$ cat src/rtl/rom_dump_reader_if.sv
`default_nettype none
// ============================================================================
// Module   : rom_dump_reader_if
// Brief    : Command, ROM read port and TX byte bus for rom_dump_reader.
// Revision : 1.0 - initial release
// ============================================================================
interface rom_dump_reader_if #(
  parameter int ADDR_W = 16,
  parameter int DATA_W = 16
);
  logic              i_start;
  logic [ADDR_W-1:0] i_base_addr;
  logic [15:0]       i_word_count;
  logic [ADDR_W-1:0] o_rom_addr;
  logic              o_rom_rd;
  logic [DATA_W-1:0] i_rom_data;
  logic [7:0]        o_tx_data;
  logic              o_tx_valid;
  logic              i_tx_ready;
  logic              o_busy;
  logic              o_done;

  // slave = the dump engine, master = system side (ROM, UART, boot control)
  modport slave (
    input  i_start, i_base_addr, i_word_count, i_rom_data, i_tx_ready,
    output o_rom_addr, o_rom_rd, o_tx_data, o_tx_valid, o_busy, o_done
  );

  modport master (
    output i_start, i_base_addr, i_word_count, i_rom_data, i_tx_ready,
    input  o_rom_addr, o_rom_rd, o_tx_data, o_tx_valid, o_busy, o_done
  );
endinterface
`default_nettype wire

$ cat src/rtl/rom_dump_reader.sv
`default_nettype none
// ============================================================================
// Module   : rom_dump_reader
// Brief    : Reads a ROM range and streams each word as two bytes (high
//            first) to the UART TX. Optional trailing 16-bit checksum when
//            ROM_DUMP_CHECKSUM_EN is defined.
// Revision : 1.0 - initial release
// ============================================================================
module rom_dump_reader #(
  parameter int ADDR_W = 16,
  parameter int DATA_W = 16
) (
  input  wire                     clk,
  input  wire                     i_reset_n,
  rom_dump_reader_if.slave        bus
);

`ifdef ROM_DUMP_CHECKSUM_EN
  typedef enum logic [2:0] {
    S_IDLE    = 3'd0,
    S_READ    = 3'd1,
    S_CAPTURE = 3'd2,
    S_SEND_HI = 3'd3,
    S_SEND_LO = 3'd4,
    S_CSUM_HI = 3'd5,
    S_CSUM_LO = 3'd6,
    S_FINISH  = 3'd7
  } state_t;
  localparam state_t S_TAIL = S_CSUM_HI;
`else
  typedef enum logic [2:0] {
    S_IDLE    = 3'd0,
    S_READ    = 3'd1,
    S_CAPTURE = 3'd2,
    S_SEND_HI = 3'd3,
    S_SEND_LO = 3'd4,
    S_FINISH  = 3'd7
  } state_t;
  localparam state_t S_TAIL = S_FINISH;
`endif

  state_t            r_state;
  state_t            w_next_state;
  logic [ADDR_W-1:0] r_addr;
  logic [15:0]       r_count;
  logic [15:0]       r_word;
  logic              w_handshake;
  logic              w_last_word;
  logic              w_tx_valid;
  logic [7:0]        w_tx_data;

  assign w_handshake = w_tx_valid && bus.i_tx_ready;
  assign w_last_word = (r_count == 16'd1);

  always_ff @(posedge clk or negedge i_reset_n) begin
    if (!i_reset_n) begin
      r_state <= S_IDLE;
    end else begin
      r_state <= w_next_state;
    end
  end

  always_comb begin
    w_next_state = r_state;
    case (r_state)
      S_IDLE: begin
        if (bus.i_start) begin
          w_next_state = (bus.i_word_count == 16'd0) ? S_TAIL : S_READ;
        end
      end
      S_READ:    w_next_state = S_CAPTURE;
      S_CAPTURE: w_next_state = S_SEND_HI;
      S_SEND_HI: if (w_handshake) w_next_state = S_SEND_LO;
      S_SEND_LO: if (w_handshake) w_next_state = w_last_word ? S_TAIL : S_READ;
`ifdef ROM_DUMP_CHECKSUM_EN
      S_CSUM_HI: if (w_handshake) w_next_state = S_CSUM_LO;
      S_CSUM_LO: if (w_handshake) w_next_state = S_FINISH;
`endif
      S_FINISH:  w_next_state = S_IDLE;
      default:   w_next_state = S_IDLE;
    endcase
  end

  // Address and count advance on the low-byte handshake; both wrap mod 2^16.
  always_ff @(posedge clk or negedge i_reset_n) begin
    if (!i_reset_n) begin
      r_addr  <= '0;
      r_count <= '0;
      r_word  <= '0;
    end else begin
      if (r_state == S_IDLE && bus.i_start) begin
        r_addr  <= bus.i_base_addr;
        r_count <= bus.i_word_count;
      end
      if (r_state == S_CAPTURE) begin
        r_word <= bus.i_rom_data[15:0];
      end
      if (r_state == S_SEND_LO && w_handshake) begin
        r_addr  <= r_addr + 1'b1;
        r_count <= r_count - 16'd1;
      end
    end
  end

`ifdef ROM_DUMP_CHECKSUM_EN
  logic [15:0] r_csum;

  always_ff @(posedge clk or negedge i_reset_n) begin
    if (!i_reset_n) begin
      r_csum <= '0;
    end else if (r_state == S_IDLE && bus.i_start) begin
      r_csum <= '0;
    end else if (r_state == S_CAPTURE) begin
      r_csum <= r_csum + bus.i_rom_data[15:0];
    end
  end
`endif

  // Byte mux depends only on state and registers, so data is stable while stalled.
  always_comb begin
    w_tx_valid = 1'b0;
    w_tx_data  = 8'h00;
    case (r_state)
      S_SEND_HI: begin
        w_tx_valid = 1'b1;
        w_tx_data  = r_word[15:8];
      end
      S_SEND_LO: begin
        w_tx_valid = 1'b1;
        w_tx_data  = r_word[7:0];
      end
`ifdef ROM_DUMP_CHECKSUM_EN
      S_CSUM_HI: begin
        w_tx_valid = 1'b1;
        w_tx_data  = r_csum[15:8];
      end
      S_CSUM_LO: begin
        w_tx_valid = 1'b1;
        w_tx_data  = r_csum[7:0];
      end
`endif
      default: begin
        w_tx_valid = 1'b0;
        w_tx_data  = 8'h00;
      end
    endcase
  end

  assign bus.o_rom_addr = r_addr;
  assign bus.o_rom_rd   = (r_state == S_READ);
  assign bus.o_tx_data  = w_tx_data;
  assign bus.o_tx_valid = w_tx_valid;
  assign bus.o_busy     = (r_state != S_IDLE);
  assign bus.o_done     = (r_state == S_FINISH);

endmodule
`default_nettype wire
$ cat src/flat_wrapper.sv
// flat-port wrapper written by rule: the top's interface ports become plain ports
module rom_dump_reader_flat 
#(
  parameter int ADDR_W = 16,
  parameter int DATA_W = 16
)
  (clk, i_reset_n, bus_i_start, bus_i_base_addr, bus_i_word_count, bus_i_rom_data, bus_i_tx_ready, bus_o_rom_addr, bus_o_rom_rd, bus_o_tx_data, bus_o_tx_valid, bus_o_busy, bus_o_done);
  rom_dump_reader_if #(.ADDR_W(ADDR_W), .DATA_W(DATA_W)) bus_i ();
  input  wire clk;
  input  wire i_reset_n;
  input wire logic [$bits(bus_i.i_start)-1:0] bus_i_start;
  input wire logic [$bits(bus_i.i_base_addr)-1:0] bus_i_base_addr;
  input wire logic [$bits(bus_i.i_word_count)-1:0] bus_i_word_count;
  input wire logic [$bits(bus_i.i_rom_data)-1:0] bus_i_rom_data;
  input wire logic [$bits(bus_i.i_tx_ready)-1:0] bus_i_tx_ready;
  output wire logic [$bits(bus_i.o_rom_addr)-1:0] bus_o_rom_addr;
  output wire logic [$bits(bus_i.o_rom_rd)-1:0] bus_o_rom_rd;
  output wire logic [$bits(bus_i.o_tx_data)-1:0] bus_o_tx_data;
  output wire logic [$bits(bus_i.o_tx_valid)-1:0] bus_o_tx_valid;
  output wire logic [$bits(bus_i.o_busy)-1:0] bus_o_busy;
  output wire logic [$bits(bus_i.o_done)-1:0] bus_o_done;
  assign bus_i.i_start = bus_i_start;
  assign bus_i.i_base_addr = bus_i_base_addr;
  assign bus_i.i_word_count = bus_i_word_count;
  assign bus_i.i_rom_data = bus_i_rom_data;
  assign bus_i.i_tx_ready = bus_i_tx_ready;
  assign bus_o_rom_addr = bus_i.o_rom_addr;
  assign bus_o_rom_rd = bus_i.o_rom_rd;
  assign bus_o_tx_data = bus_i.o_tx_data;
  assign bus_o_tx_valid = bus_i.o_tx_valid;
  assign bus_o_busy = bus_i.o_busy;
  assign bus_o_done = bus_i.o_done;
  rom_dump_reader #(.ADDR_W(ADDR_W), .DATA_W(DATA_W)) u_core (.clk(clk), .i_reset_n(i_reset_n), .bus(bus_i));
endmodule
$ cat config.mk
export PLATFORM = sky130hd
export DESIGN_NAME = rom_dump_reader_flat
export DESIGN_NICKNAME = d
export VERILOG_FILES = /design/src/rtl/rom_dump_reader_if.sv /design/src/rtl/rom_dump_reader.sv /design/src/flat_wrapper.sv
export SDC_FILE = /design/constraint.sdc
export NUM_CORES = 1
export LEC_CHECK = 0
export BUFFER_PORTS_ARGS = -buffer_cell sky130_fd_sc_hd__buf_2
export CAP_MARGIN = 15
export CORE_MARGIN = 1.5
export CORE_UTILIZATION = 45
export CTS_CLUSTER_DIAMETER = 150
export DETAILED_ROUTE_END_ITERATION = 7
export PLACE_DENSITY = 0.67
export SYNTH_ARGS = -nofsm -noshare
export SYNTH_HDL_FRONTEND = slang
export SYNTH_SLANG_ARGS = --single-unit
$ cat constraint.sdc
create_clock -name clk -period 3.6 [get_ports clk]
set_input_delay 0.72 -clock clk [delete_from_list [all_inputs] [get_ports clk]]
set_output_delay 0.72 -clock clk [all_outputs]
set_load 0.05 [all_outputs]
After elaboration in Yosys (flattened, before gate mapping)
Cells that the tools add are included.
{"block": "word_totals", "register_bits": 51, "inputBits": 52, "out_inout_bits": 28, "word_cells": 36}
{"block": "op_classes", "addsub": 2, "n_eq_ne": 9, "mux": 12, "n_reduce_logical": 9}
{"operator": "$mux 16", "count": 4}
{"operator": "$add 16x1->16 const B", "count": 1}
{"operator": "$eq 16x1->1 const B", "count": 1}
{"operator": "$logic_not 16->1", "count": 1}
{"operator": "$pmux 8 s2", "count": 1}
{"operator": "$sub 16x1->16 const B", "count": 1}
{"operator": "$mux 3", "count": 5}
{"operator": "$pmux 3 s5", "count": 1}
{"operator": "$eq 3x2->1 const B", "count": 2}
{"operator": "$eq 3x3->1 const B", "count": 2}
{"operator": "$ne 2x1->1 const B", "count": 2}
{"operator": "$eq 3x1->1 const B", "count": 1}
{"operator": "$logic_and 1x1->1", "count": 3}
{"operator": "$logic_not 3->1", "count": 1}
{"operator": "$reduce_and 3->1", "count": 1}
{"operator": "$reduce_bool 3->1", "count": 1}
{"operator": "$ne 2x2->1 const B", "count": 1}
{"operator": "$reduce_bool 2->1", "count": 1}
{"operator": "$reduce_or 2->1", "count": 1}
{"operator": "$mux 1", "count": 1}

Logic depth before layout (Yosys ltp)
{"block": "depth", "word_depth": 6, "ltp_mapped": 7, "ltp_nobuf": 6}

Least setup slack after synthesis
No wires, ideal clock.
{"block": "synth_path", "path_type": "register to output", "from": "reg u_core.r_state[2]", "to": "out bus_o_rom_rd", "arrival_ps": 1744, "t_required_ps": 2880, "slack_ps": 1136, "stages_incl_launch_ff": 3, "path_cell_list": "dfrtp_1 > clkbuf_1 > nor3b_1"}
{"block": "synth_via", "elab_chain_len": 1}
{"element": "from (decl)", "line_no": "rom_dump_reader.sv:42", "source": "state_t r_state;"}
{"element": "from (signal assigned)", "line_no": "rom_dump_reader.sv:59", "source": "r_state <= w_next_state;"}
{"element": "$eq 3x1->1", "line_no": "rom_dump_reader.sv:150", "source": "assign bus.o_rom_rd = (r_state == S_READ);"}
{"element": "to (decl)", "line_no": "flat_wrapper.sv:17", "source": "output wire logic [$bits(bus_i.o_rom_rd)-1:0] bus_o_rom_rd;"}
No other way between the ends.

Worst setup path after layout
{"block": "layout_path", "from": "reg u_core.r_state[1]", "to": "out bus_o_tx_data[6]"}
{"block": "layout_via", "elab_chain_len": 2, "elab_cells_between_ends": 3, "cone_classes": "eq/ne (2); mux (1)"}
{"element": "$eq 3x3->1 / $eq 3x2->1 (equally long branches)", "line_no": "rom_dump_reader.sv:123", "source": "case (r_state)"}
{"element": "$pmux 8 s2 *", "line_no": "rom_dump_reader.sv:123"}
{"element": "to (decl)", "line_no": "flat_wrapper.sv:18", "source": "output wire logic [$bits(bus_i.o_tx_data)-1:0] bus_o_tx_data;"}
Every way passes the cells marked *; elsewhere a longest branch is shown, timed or not.

==> impl_metrics.yaml <==
power_and_ir_drop:
  power-per-cell-area_nw_per_um2: 916
  ir_drop_mv: 0.505
  p_leak_nw: 1.50
synth:
  synth_compound_area_share_pct: 17.8
  ys_ff_latch: 51
  synth_largest_area_cell: "dfrtp_1"
  synth_cell_types: 50
  synth-edff-count: 0
  synth.mux.area_fraction_pct: 6.48
  synth_area_leaders: "dfrtp_1, mux2_2, nand2_1"
  synth_top_area_share_pct: 45.9
  synth_ff_type: "dfrtp_1"
  synthXorXnorAreaFrac_pct: 0
  yosysSeqAreaShare_pct: 45.9
  synth_cells: 292
  yosys.area_share.simple_pct: 25.2
  syn_nets: 347
  synth_top_family_by_area: "simple AND/OR/NAND/NOR gates"
  yosys_warnings: 0
  synth-async-reset-ratio_pct: 100
  synthAdderAreaFrac_pct: 1.35
  syn_area_per_cell_sq_um: 9.52
  netlist_area_sq_um: 2780
final_layout:
  fillers: 556
  post-route-util_pct: 56.4
  fin_nets: 421
  multiInputGateArea_sq_um: 1420
  syn_to_final_growth_pct: 20.7
  drive_gt1_share_pct: 32.7
  regArea_sq_um: 1280
  antenna_cells: 0
floorplanning:
  core_region_area_sq_um: 5960
  rows: 28
  die_w_um: 81.6
  dieArea_sq_um: 6660
  die_h_um: 81.6
  start_util_pct: 46.7
  io_pins: 80
run:
  cap_violations: 0
setup_path:
  worst-r2r-cell-count: 5
  critPathKind: "flip-flop to output port"
  crit_arrival_ps: 2010
  worst_ep_required_time_ps: 2880
  end_kind: "output port"
  crit_chain: "nand2_1, nor2_1, a22o_1, buf_2"
  cpPeakStageDelay_ps: 540
  critPathMaxFanout: 12
  critPathSlowestCell: "dfrtp_1"
  start_kind: "flip-flop"
sta:
  fin_worst_skew_ps: 4.31
  fin_crit_ps: 2730
  max_freq_ghz: 0.367
  fin_crit_sh_pct: 75.8
  finalWorstSetupSlack_ps: 872
  rsz0062_at_grt: "false"
  timing_hold_violations_final: 0
  fin_tns_setup_ps: 0
  slew_violations: 0
  setup_viol: 0
  tightest_slew_ps: 709
  relSlewSlack_pct: 52.8
place:
  gp_congestion: 0.822
  dp_hpwl_um: 4850
  port_buffers: 79
  post-place-ws_ps: 1100
cts:
  clkTransAtPathRegs_ps: 90
  htreeDepth: 2
  cts_buffers: 5
  worst_skew_pair.late_latency_ps: 300
  clock-sinks: 51
  postCtsSetupBuffers: 0
  cts_resized: 0
  cts_max_path_buffers: 2
  cts_tree: "yes"
  ctsHoldBuffers: 0
  root_buffer: "clkbuf_8"
global_route:
  antenna_found_initial: 0
  grt_pass1_wl_um: 10900
  grt_overflow_total: 0
  grt_pass1_vias: 2423
  grt_max_degree: 31
  track_usage_pct: 21.1
run_status:
  outcome: "finished clean"
hold_path:
  min_path_type: "input port to async pin"
route:
  vias: 2540
  first_pass_iters: 4
  via_per_inst: 5.75
  wl_per_cell_um: 15.2
  wl_um: 6720
  ant_nets: 0
  drc: 0
  drtIter0Drc: 114
==> per-layer routing <==
| layer | track usage [%] | up-vias | wire, um |
|---|---|---|---|
| met1 | 28.6 | 1206 | 3120 |
| met5 | 0 | - | 0 |
| met2 | 33.7 | 78 | 3160 |
| li1 | - | 1247 | - |
| met4 | 6.95 | 0 | 95 |
| met3 | 4.44 | 9 | 344 |
==> path summary, 6_finish.rpt <==
path                                        start                        end  slack, ps
max in group asynchronous               i_reset_n   u_core.bus.o_rom_addr[4]       2390
min in group clk                 u_core.r_word[8]           u_core.r_word[8]        520
worst min-delay path                    i_reset_n         u_core.r_count[12]        450
worst max-delay path            u_core.r_state[1]           bus_o_tx_data[6]        870
worst min register to register   u_core.r_word[8]           u_core.r_word[8]        520
worst max register to register  u_core.r_state[1]  u_core.bus.o_rom_addr[10]       1280
==> flip-flops by register name, indices dropped and copies added, names as in the netlist <==
name,cells
u_core.bus.o_rom_addr,16
u_core.r_count,16
u_core.r_state,3
u_core.r_word,16
==> synth_stat cells, types with 2 or more instances <==
| library cell | instances |
|---|---|
| nor2b_1 | 2 |
| a221o_1 | 5 |
| nand2_1 | 38 |
| inv_1 | 7 |
| nor4b_1 | 2 |
| and4_1 | 2 |
| o211ai_1 | 11 |
| buf_2 | 4 |
| a311oi_1 | 2 |
| nor2_1 | 29 |
| nor3_1 | 9 |
| o22ai_1 | 3 |
| a22o_1 | 8 |
| ha_1 | 3 |
| o21ai_0 | 8 |
| mux2_2 | 16 |
| nand3_1 | 15 |
| o31ai_1 | 2 |
| or4_4 | 3 |
| clkbuf_1 | 10 |
| and3_1 | 2 |
| a211oi_1 | 3 |
| nor4_1 | 6 |
| and2_1 | 3 |
| dfrtp_1 | 51 |
| o311ai_0 | 5 |
| a21oi_1 | 10 |
| or4_1 | 2 |
| or3_1 | 7 |
| nand4_1 | 4 |
==> where the power goes <==
group          internal (mW)  switching, mW
clock network          0.225          0.189
registers              0.851          0.302
logic                  0.525          0.985
total                   1.60           1.48
==> per-stage QoR <==
stage | instance area [sq um] | hold WS (ps) | cells | total power, mW
6_report | 3360 | 446 | 442 | 3.08
5_1_grt | 3360 | 515 | 442 | 3.28
4_1_cts | 3360 | 483 | 442 | 3.09
3_5_place_dp | 3240 | 499 | 434 | 2.67
3_3_place_gp | 3240 | 491 | 434 | 2.64
2_1_floorplan | 2780 | 424 | 292 | 2.31
==> critical path: cells and delay by family, from the launching register on <==
family | cells | cell delay (ps)
buffers and inverters | 1 | 260
AND/OR/NAND/NOR | 2 | 670
flip-flops | 1 | 540
AO/OA/AOI/OAI | 1 | 230
==> placed cells by master (no fill, tap or decap), types with 2 or more instances in the layout <==
cell type	count
dfrtp_1	51
nor2b_1	2
buf_4	4
a21oi_1	10
mux2_2	16
o311ai_0	5
a221o_1	5
buf_2	79
a22o_1	8
or4_1	2
nand4_1	4
and4_1	2
and3_1	2
o211ai_1	11
or4_4	3
ha_1	3
a311oi_1	2
nor3_1	9
o22ai_1	3
or3_1	7
a211oi_1	3
nand3_1	15
o21ai_0	8
nor2_1	29
clkbuf_8	6
inv_1	7
and2_1	3
nor4_1	6
o31ai_1	2
nand2_1	38
==> logic make-up (layout without fill, tap and decap cells) <==
| kind of cell | count (synthesis) | after routing |
|---|---|---|
| simple gates | 133 | 133 |
| flops | 51 | 51 |
| buf+inv | 23 | 98 |
| compound gates | 66 | 66 |
| fa+ha+maj | 3 | 3 |
| mux | 16 | 16 |
==> area by class of cell <==
| cell class | instances | share of cell area (%) |
|---|---|---|
| repair buffers | 83 | 12.7 |
| multi-input cells | 218 | 42.2 |
| well taps | 75 | 2.80 |
| clock buffers | 6 | 2.46 |
| flip-flops and latches | 51 | 38.0 |
| inverters | 7 | 0.783 |
| clock inverters | 2 | 1.04 |
Power figures use the tool's default switching activity.
